<file path="src/rtl/packet_parser_if.sv">
// Bundles the parser's input byte stream, framed payload output and header/error outputs.
// Both streams use valid/ready: a beat transfers on a rising clock edge where
// tvalid and tready are both high; a source holds tvalid and its data
// unchanged until that edge and never waits on tready before raising tvalid.
interface packet_parser_if;
  logic [7:0]  s_axis_tdata;
  logic        s_axis_tvalid;
  logic        s_axis_tready;
  logic [7:0]  m_axis_tdata;
  logic        m_axis_tvalid;
  logic        m_axis_tready;
  logic        m_axis_tlast;
  logic [7:0]  opcode_o;
  logic [15:0] len_o;
  logic        hdr_valid_o;
  logic        err_o;

  modport master (
    output s_axis_tdata, s_axis_tvalid, m_axis_tready,
    input  s_axis_tready, m_axis_tdata, m_axis_tvalid, m_axis_tlast,
    input  opcode_o, len_o, hdr_valid_o, err_o
  );

  modport slave (
    input  s_axis_tdata, s_axis_tvalid, m_axis_tready,
    output s_axis_tready, m_axis_tdata, m_axis_tvalid, m_axis_tlast,
    output opcode_o, len_o, hdr_valid_o, err_o
  );
endinterface

</file>
<file path="src/rtl/packet_parser.sv">
// Strips the 4-byte header (opcode, reserved, 16-bit LE length) from a byte stream
// and forwards the payload through a single-stage output register with tlast.
module packet_parser #(
  parameter int unsigned TimeoutCycles = 0
) (
  input  logic             clk_i,
  input  logic             reset_i,
  packet_parser_if.slave   bus,
  output logic [2:0]       state_dbg
);

  typedef enum logic [2:0] {
    ST_OPCODE  = 3'd0,
    ST_RSVD    = 3'd1,
    ST_LEN_LO  = 3'd2,
    ST_LEN_HI  = 3'd3,
    ST_PAYLOAD = 3'd4
  } state_t;

  localparam logic [15:0] TIMEOUT_LIM = 16'(TimeoutCycles);
  localparam bit          TIMEOUT_EN  = (TimeoutCycles != 0);

  state_t      state_q, state_d;
  logic [7:0]  opcode_pend_q, len_lo_q;
  logic [15:0] remaining_q, idle_q;
  logic [7:0]  out_data_q;
  logic        out_valid_q, out_last_q;
  logic [7:0]  opcode_q;
  logic [15:0] len_q;
  logic        hdr_q, err_q;

  logic        s_ready, accept, timeout_hit;
  logic        hdr_fire, len_err, load_byte;
  logic [15:0] hdr_len, idle_inc;

  // The output register frees up in the same cycle it drains, so payload runs at full rate.
  assign s_ready  = !reset_i && ((state_q != ST_PAYLOAD) || !out_valid_q || bus.m_axis_tready);
  assign accept   = bus.s_axis_tvalid && s_ready;
  assign hdr_len  = {bus.s_axis_tdata, len_lo_q};
  assign idle_inc = idle_q + 16'd1;
  assign timeout_hit = TIMEOUT_EN && (state_q != ST_OPCODE) && !bus.s_axis_tvalid
                       && (idle_inc == TIMEOUT_LIM);

  always_comb begin
    state_d   = state_q;
    hdr_fire  = 1'b0;
    len_err   = 1'b0;
    load_byte = 1'b0;
    if (timeout_hit) begin
      state_d = ST_OPCODE;
    end else if (accept) begin
      case (state_q)
        ST_OPCODE: state_d = ST_RSVD;
        ST_RSVD:   state_d = ST_LEN_LO;
        ST_LEN_LO: state_d = ST_LEN_HI;
        ST_LEN_HI: begin
          if (hdr_len < 16'd4) begin
            len_err = 1'b1;
            state_d = ST_OPCODE;
          end else begin
            hdr_fire = 1'b1;
            state_d  = (hdr_len == 16'd4) ? ST_OPCODE : ST_PAYLOAD;
          end
        end
        ST_PAYLOAD: begin
          load_byte = 1'b1;
          if (remaining_q == 16'd1) state_d = ST_OPCODE;
        end
        default: state_d = ST_OPCODE;
      endcase
    end
  end

  always_ff @(posedge clk_i or posedge reset_i) begin
    if (reset_i) begin
      state_q       <= ST_OPCODE;
      opcode_pend_q <= '0;
      len_lo_q      <= '0;
      remaining_q   <= '0;
      idle_q        <= '0;
      out_data_q    <= '0;
      out_valid_q   <= 1'b0;
      out_last_q    <= 1'b0;
      opcode_q      <= '0;
      len_q         <= '0;
      hdr_q         <= 1'b0;
      err_q         <= 1'b0;
    end else begin
      state_q <= state_d;
      hdr_q   <= hdr_fire;
      err_q   <= len_err || timeout_hit;

      if (accept && state_q == ST_OPCODE) opcode_pend_q <= bus.s_axis_tdata;
      if (accept && state_q == ST_LEN_LO) len_lo_q      <= bus.s_axis_tdata;

      if (hdr_fire) begin
        opcode_q    <= opcode_pend_q;
        len_q       <= hdr_len;
        remaining_q <= hdr_len - 16'd4;
      end else if (load_byte) begin
        remaining_q <= remaining_q - 16'd1;
      end

      // Only true input silence counts; beats held off by a full output register do not.
      if (accept || timeout_hit || state_q == ST_OPCODE) idle_q <= '0;
      else if (!bus.s_axis_tvalid)                        idle_q <= idle_inc;

      if (load_byte) begin
        out_data_q  <= bus.s_axis_tdata;
        out_last_q  <= (remaining_q == 16'd1);
        out_valid_q <= 1'b1;
      end else if (bus.m_axis_tready) begin
        out_valid_q <= 1'b0;
      end
    end
  end

  assign bus.s_axis_tready = s_ready;
  assign bus.m_axis_tdata  = out_data_q;
  assign bus.m_axis_tvalid = out_valid_q;
  assign bus.m_axis_tlast  = out_last_q;
  assign bus.opcode_o      = opcode_q;
  assign bus.len_o         = len_q;
  assign bus.hdr_valid_o   = hdr_q;
  assign bus.err_o         = err_q;
  assign state_dbg         = state_q;

endmodule

</file>
<file path="src/flat_wrapper.sv">
// flat-port wrapper written by rule: the top's interface ports become plain ports
module packet_parser_flat 
#(
  parameter int unsigned TimeoutCycles = 0
)
  (clk_i, reset_i, state_dbg, bus_s_axis_tdata, bus_s_axis_tvalid, bus_m_axis_tready, bus_s_axis_tready, bus_m_axis_tdata, bus_m_axis_tvalid, bus_m_axis_tlast, bus_opcode_o, bus_len_o, bus_hdr_valid_o, bus_err_o);
  packet_parser_if bus_i ();
  input  logic clk_i;
  input  logic reset_i;
  output logic [2:0] state_dbg;
  input wire logic [$bits(bus_i.s_axis_tdata)-1:0] bus_s_axis_tdata;
  input wire logic [$bits(bus_i.s_axis_tvalid)-1:0] bus_s_axis_tvalid;
  input wire logic [$bits(bus_i.m_axis_tready)-1:0] bus_m_axis_tready;
  output wire logic [$bits(bus_i.s_axis_tready)-1:0] bus_s_axis_tready;
  output wire logic [$bits(bus_i.m_axis_tdata)-1:0] bus_m_axis_tdata;
  output wire logic [$bits(bus_i.m_axis_tvalid)-1:0] bus_m_axis_tvalid;
  output wire logic [$bits(bus_i.m_axis_tlast)-1:0] bus_m_axis_tlast;
  output wire logic [$bits(bus_i.opcode_o)-1:0] bus_opcode_o;
  output wire logic [$bits(bus_i.len_o)-1:0] bus_len_o;
  output wire logic [$bits(bus_i.hdr_valid_o)-1:0] bus_hdr_valid_o;
  output wire logic [$bits(bus_i.err_o)-1:0] bus_err_o;
  assign bus_i.s_axis_tdata = bus_s_axis_tdata;
  assign bus_i.s_axis_tvalid = bus_s_axis_tvalid;
  assign bus_i.m_axis_tready = bus_m_axis_tready;
  assign bus_s_axis_tready = bus_i.s_axis_tready;
  assign bus_m_axis_tdata = bus_i.m_axis_tdata;
  assign bus_m_axis_tvalid = bus_i.m_axis_tvalid;
  assign bus_m_axis_tlast = bus_i.m_axis_tlast;
  assign bus_opcode_o = bus_i.opcode_o;
  assign bus_len_o = bus_i.len_o;
  assign bus_hdr_valid_o = bus_i.hdr_valid_o;
  assign bus_err_o = bus_i.err_o;
  packet_parser #(.TimeoutCycles(TimeoutCycles)) u_core (.clk_i(clk_i), .reset_i(reset_i), .bus(bus_i), .state_dbg(state_dbg));
endmodule
</file>
<file path="config.mk">
export PLATFORM = sky130hd
export DESIGN_NAME = packet_parser_flat
export DESIGN_NICKNAME = d
export VERILOG_FILES = /design/src/rtl/packet_parser_if.sv /design/src/rtl/packet_parser.sv /design/src/flat_wrapper.sv
export SDC_FILE = /design/constraint.sdc
export NUM_CORES = 1
export LEC_CHECK = 0
export ABC_AREA = 1
export ABC_CLOCK_PERIOD_IN_PS = 2100
export CORE_MARGIN = 1
export CORE_UTILIZATION = 40
export CTS_CLUSTER_SIZE = 25
export DETAILED_ROUTE_END_ITERATION = 8
export GPL_TIMING_DRIVEN = 0
export HOLD_SLACK_MARGIN = 0.1
export PLACE_DENSITY_LB_ADDON = 0.15
export RECOVER_POWER = 100
export SYNTH_ARGS = -nofsm -noshare
export SYNTH_HDL_FRONTEND = slang
export SYNTH_SLANG_ARGS = --single-unit
</file>
<file path="constraint.sdc">
create_clock -name clk_i -period 2.1 [get_ports clk_i]
set_input_delay 0.21 -clock clk_i [delete_from_list [all_inputs] [get_ports clk_i]]
set_output_delay 0.21 -clock clk_i [all_outputs]
set_load 0.1 [all_outputs]
</file>
==> results.py, run 1 <==
metrics = {
    "synthesis": {
        "yosys.cell_types.count": 31,
        "synth_top_family_by_area": "simple AND/OR/NAND/NOR gates",
        "muxShareOfSynthArea_pct": 0,
        "synth.avg_cell_area_um2": 7.82,
        "synth-compound-area-share_pct": 7.63,
        "synth_area_um2": 3690,
        "synth_xor_area_share_pct": 2.61,
        "synthAdderAreaFrac_pct": 1.36,
        "synth_cells": 472,
        "seq_area_frac_synth_pct": 48.1,
        "synthSimpleGateAreaFrac_pct": 33.3,
        "ys_ff_latch": 71,
        "yosysWarnings": 0,
        "syn_nets": 488,
    },
    "global_routing": {
        "antenna_found_initial": 0,
        "gr-usage-all-layers_pct": 20.8,
        "grt_pass1_vias": 3088,
        "grt_pass1_wl_mm": 15.4,
        "grt_max_degree": 43,
        "overflow": 0,
    },
    "route": {
        "num_vias": 3187,
        "wirelength_mm": 9.39,
        "ant_nets": 0,
        "route.detailed.drc": 4,
        "wl_per_cell_um": 14.4,
        "drtIter0Drc": 113,
        "viasPerCell": 4.90,
        "first_pass_iters": 6,
    },
    "cells_and_area": {
        "fin_util_pct": 50.1,
        "drive_gt1_share_pct": 9.41,
        "n_fill_cell": 886,
        "mostFrequentLayoutCell": "nand2_1",
        "most-common-layout-cells": "nand2_1, dfrtp_1, nor2_1",
        "syn2layout_area_growth_pct": 20.2,
        "nets": 554,
        "n_antenna_cell": 0,
    },
    "timing": {
        "fin_crit_sh_pct": 98.0,
        "hold_viol": 0,
        "post-route-min-period_ns": 2.06,
        "max_freq_ghz": 0.486,
        "drv_slew": 0,
        "fin_ws_ns": 0.0418,
        "tightest_slew_ns": 1.18,
        "setup_viol": 0,
        "skew_ns": 0.00965,
        "relSlewSlack_pct": 21.4,
        "rsz0062_at_grt": "no",
    },
    "floorplan": {
        "dieArea_um2": 9620,
        "die_x_um": 98.1,
        "num_rows": 34,
        "core_um2": 8850,
        "num_io_pins": 52,
        "start_util_pct": 41.7,
        "die_h_um": 98.1,
    },
    "critical_path": {
        "cp.required_ns": 1.89,
        "cp_top_family": "buffers and inverters",
        "cp_slowest_cell": "clkdlybuf4s50_1",
        "cp.buffers_inverters": 1,
        "crit_fanout": 2,
        "cp.arrival_ns": 1.85,
        "max_stage_delay_ns": 1.14,
        "end_kind": "output port",
        "path_cells": "clkdlybuf4s50_1",
        "start_kind": "flop",
        "critPathKind": "reg2out",
    },
    "clocking": {
        "cts_buffers": 9,
        "insertion_delay_ns": 0.35,
        "ctsHoldBuffers": 0,
        "cts_tree": "built",
        "clk_pin_slew_ns": 0.08,
        "clk_path_buf_depth": 2,
        "cts_root_buffer": "clkbuf_8",
        "cts.htree.levels": 3,
        "clock_sink_count": 71,
    },
    "power_and_ir_drop": {
        "max-vdd-ir-drop_uv": 997,
        "leakage_uw": 0.00215,
        "power_density_nw_per_um2": 1770,
        "total_power_uw": 7860,
    },
    "job": {
        "drv_cap": 0,
    },
    "run_status": {
        "outcome": "finished with violations",
        "violations": "DRC",
    },
    "place": {
        "dpl.hpwl_mm": 6.67,
        "gp_congestion": 0.881,
        "post-place-ws_ns": -0.555,
        "place.port_buffers": 51,
    },
    "worst_hold_path": {
        "hold_class": "reg2reg",
    },
}
## worst min-delay path: cells and delay by family (launching register included)
kind / cells / cell delay [ns]
flops: 1 / 0.35
simple gates: 2 / 0.09
## path summary, 6_finish.rpt
path	start	to	slack [ns]	cells past startpoint
setup reg to reg	u_core.len_lo_q[3]	u_core.remaining_q[15]	0.21	9
hold reg to reg	u_core.bus.len_o[2]	u_core.bus.len_o[2]	0.47	2
setup / recovery	u_core.bus.m_axis_tdata[3]	bus_m_axis_tdata[3]	0.04	1
max in group asynchronous	reset_i	u_core.bus.len_o[13]	0.45	3
min in group asynchronous	reset_i	u_core.state_dbg[0]	0.54	3
hold / removal	u_core.bus.len_o[2]	u_core.bus.len_o[2]	0.47	2
## per-stage QoR
stage | std cells | cell area, um^2 | hold slack, ns | TNS, ns
2_1_floorplan | 472 | 3750 | 0.397 | -4.54
3_3_place_gp | 631 | 4390 | 0.457 | -95.50
3_5_place_dp | 632 | 4410 | 0.460 | -29.93
4_1_cts | 648 | 4630 | 0.414 | 0
5_1_grt | 650 | 4440 | 0.483 | 0
6_report | 650 | 4440 | 0.473 | 0
## cells in the mapped netlist (all sizes together)
master	number	share of area [%]
nand2	182	19
dfrtp	71	48
nor2	55	6.5
o21ai	46	7.1
inv	44	4.5
nand3	33	5.6
buf	11	2.3
xor2	10	2.4
ha	4	1.4
nor3	4	0.54
nand4	3	1.3
a21oi	2	0.37
or2	2	0.34
clkbuf	1	0.10
nand3b	1	0.20
nor4	1	0.17
o21a	1	0.20
xnor2	1	0.24
## layout make-up
class,instances,area (um^2),share of cell area [%]
Timing Repair inverter,1,5.00,0.113
Inverter,44,170,3.84
Sequential cell,71,1780,40.1
Clock inverter,5,83.8,1.89
Multi-Input combinational cell,345,1620,36.5
Buffer,12,88.8,2.00
Tap cell,108,135,3.05
Timing Repair Buffer,54,427,9.62
Clock buffer,10,128,2.88
## power breakdown
group          internal (uW)  total, uW  switching [uW]  leakage [uW]
clock                    665       1210             541     0.0000986
sequential              1940       2400             462      0.000905
combinational            930       4250            3320       0.00115
total                   3540       7860            4330       0.00215
## metal layers
metal / routed length, um / share of wire (%) / GRT usage [%]
met5: 0 / 0 / 0
met4: 142 / 1.5 / 6.53
met3: 330 / 3.5 / 4.29
met2: 4490 / 48 / 34.8
met1: 4430 / 47 / 27.0
## state kept, by name (all words and copies together), names as in the netlist
name / cells
u_core.bus.err_o: 1
u_core.len_lo_q: 8
u_core.bus.m_axis_tlast: 1
u_core.bus.hdr_valid_o: 1
u_core.bus.m_axis_tvalid: 1
u_core.bus.opcode_o: 8
u_core.bus.len_o: 16
u_core.state_dbg: 3
u_core.opcode_pend_q: 8
u_core.remaining_q: 16
u_core.bus.m_axis_tdata: 8
## cell families (layout without fill, tap and decap cells)
kind of cell,Yosys count,after routing
flops,71,71
fa+ha+maj,4,4
simple gates,281,281
buf+inv,56,126
compound gates,49,49
xor+xnor,11,11
## timing repair
item                                    4_1_cts  5_1_grt
endpoints found under the setup margin       61       26
cloned                                        1        0
gates resized for setup                       6       13
buffers inserted                              0        2
Note: power is estimated with default switching activity, not from simulation.
==> inputs of run 2 (changes only) <==
- ABC_CLOCK_PERIOD_IN_PS: 2100 -> 2250
- clock period: 2.1 -> 2.25 ns (I/O delays scaled with it)
==> run 2 against run 1 <==
  * The flow still finishes with violations (DRC)
  * Hold slack got worse by 0.087 ns
  * Core utilization rose by 1.3 points
  * Sequential power fell by 7%
  * Sequential share of layout area fell by 1.0 points
  * Combinational power fell by 6.1%
  * Clock-buffer cell count fell by 1
  * Via count fell by 0.41%
==> results.py, run 2 (synthesis results as in run 1) <==
metrics = {
    "place": {
        "dpl.hpwl_mm": 6.70,
        "place.port_buffers": 51,
        "post-place-ws_ns": -0.532,
        "gp_congestion": 0.836,
        "placed_cell_area_um2": 4360,
    },
    "floorplan": {
        "core_um2": 8850,
        "die_h_um": 98.1,
        "start_util_pct": 41.7,
        "num_io_pins": 52,
        "num_rows": 34,
        "dieArea_um2": 9620,
        "die_x_um": 98.1,
    },
    "route": {
        "first_pass_iters": 7,
        "ant_nets": 0,
        "num_vias": 3174,
        "viasPerCell": 4.89,
        "wl_per_cell_um": 14.2,
        "route.detailed.drc": 1,
        "drtIter0Drc": 174,
        "wirelength_mm": 9.24,
    },
    "critical_path": {
        "path_cells": "clkdlybuf4s50_1",
        "critPathKind": "reg2out",
        "cp.arrival_ns": 1.96,
        "end_kind": "output port",
        "max_stage_delay_ns": 1.17,
        "cp.buffers_inverters": 1,
        "cp_top_family": "buffers and inverters",
        "cp.required_ns": 2.03,
        "cp_slowest_cell": "clkdlybuf4s50_1",
        "crit_fanout": 5,
        "start_kind": "flop",
    },
    "global_routing": {
        "grt_pass1_vias": 3074,
        "overflow": 0,
        "antenna_found_initial": 0,
        "gr-usage-all-layers_pct": 20.9,
        "grt_pass1_wl_mm": 15.6,
        "grt_max_degree": 38,
    },
    "clocking": {
        "cts_setup_buffers": 0,
        "clk_path_buf_depth": 2,
        "clk_pin_slew_ns": 0.08,
        "cts.htree.levels": 3,
        "cts_root_buffer": "clkbuf_8",
        "cts_buffers": 9,
        "cts_tree": "built",
        "clock_sink_count": 71,
        "insertion_delay_ns": 0.34,
    },
    "timing": {
        "relSlewSlack_pct": 23.0,
        "setup_viol": 0,
        "drv_slew": 0,
        "post-route-min-period_ns": 2.19,
        "tightest_slew_ns": 1.16,
        "hold_viol": 0,
        "max_freq_ghz": 0.457,
        "fin_ws_ns": 0.0606,
        "tns_ns": 0,
        "skew_ns": 0.0102,
        "rsz0062_at_grt": "no",
        "fin_crit_sh_pct": 97.3,
    },
    "cells_and_area": {
        "nets": 552,
        "fin_util_pct": 51.4,
        "most-common-layout-cells": "nand2_1, dfrtp_1, nor2_1",
        "syn2layout_area_growth_pct": 23.2,
        "n_antenna_cell": 0,
        "mostFrequentLayoutCell": "nand2_1",
        "drive_gt1_share_pct": 9.43,
        "fin_area_um2": 4550,
    },
    "power_and_ir_drop": {
        "pwr-share-clk_pct": 17.1,
        "max-vdd-ir-drop_uv": 1090,
        "pwr-share-seq_pct": 29.8,
        "cell_internal_pwr_uw": 3450,
        "pwr-share-comb_pct": 53.1,
        "switching_share_pct": 54.1,
        "leakage_uw": 0.00229,
        "p_switching_uw": 4070,
        "total_power_uw": 7510,
        "power_density_nw_per_um2": 1650,
    },
    "worst_hold_path": {
        "hold_class": "in2async",
    },
    "job": {
        "drv_cap": 0,
    },
    "run_status": {
        "outcome": "finished with violations",
        "violations": "DRC",
    },
}
==> run 2: cell types whose count changed in the layout (fill, tap and decap cells not counted), moves of 2 or more <==
| cell | before | now |
|---|---|---|
| buf_2 | 0 | 2 |
| buf_6 | 5 | 2 |
| clkbuf_1 | 21 | 3 |
| clkbuf_2 | 5 | 7 |
| clkdlybuf4s50_1 | 33 | 12 |
| clkinvlp_2 | 3 | 1 |
| dlygate4sd3_1 | 1 | 36 |
| inv_6 | 0 | 2 |
| nand3_1 | 31 | 29 |
| nand3_4 | 1 | 3 |
| o21ai_0 | 28 | 36 |
| o21ai_1 | 14 | 8 |
| o21ai_2 | 4 | 2 |
==> run 2: path summary, 6_finish.rpt <==
check / start / endpoint / slack, ns / cells after the start
worst max-delay path: u_core.state_dbg[0] / state_dbg[0] / 0.06 / 1
worst min-delay path: reset_i / u_core.state_dbg[0] / 0.39 / 2
worst max register to register: u_core.len_lo_q[2] / u_core.remaining_q[1] / 0.24 / 11
worst min register to register: u_core.bus.opcode_o[7] / u_core.bus.opcode_o[7] / 0.47 / 2
max in group asynchronous: reset_i / u_core.bus.len_o[11] / 0.44 / 3
min in group clk_i: u_core.bus.opcode_o[7] / u_core.bus.opcode_o[7] / 0.47 / 2
==> run 2: through the flow <==
step                      std cells  hold slack (ns)
after floorplan                 472            0.412
after global placement          631            0.457
after detailed placement        632            0.459
after CTS                       649            0.409
after global routing            649            0.413
final                           649            0.385
==> run 2: layer usage <==
layer	up-vias	track usage [%]	share of wire, %
li1	1609	-	-
met1	1510	28.5	48
met2	49	33.7	48
met3	6	3.51	3.2
met4	0	7.11	0.78
met5	-	0	0
==> run 2: timing repair <==
| item | CTS | global route |
|---|---|---|
| gates resized for setup | 5 | 0 |
| hold buffers | 0 | 0 |
| setup endpoints to repair | 63 | 0 |
==> run 2: area by class of cell <==
type / count / area [um^2]
Multi-Input combinational cell: 345 / 1630
Buffer: 12 / 73.8
Fill cell: 894 / 4300
Timing Repair inverter: 1 / 5.00
Tap cell: 108 / 135
Inverter: 44 / 171
Sequential cell: 71 / 1780
Timing Repair Buffer: 52 / 504
Clock buffer: 9 / 124
Clock inverter: 7 / 126
==> run 2: power groups by stage <==
stage	logic (uW)	clock network, uW	registers [uW]
finish	3990	1290	2240
global route	4290	1360	2320
CTS	4160	1310	2250
detailed placement	4160	0	2260
global placement	4110	0	2250
floorplan	1300	0	4140
==> inputs of run 3 (changes only) <==
- CAP_MARGIN: unset -> 20
==> results of run 3 <==
No change in the layout: final DEF, timing and power equal those of run 2.
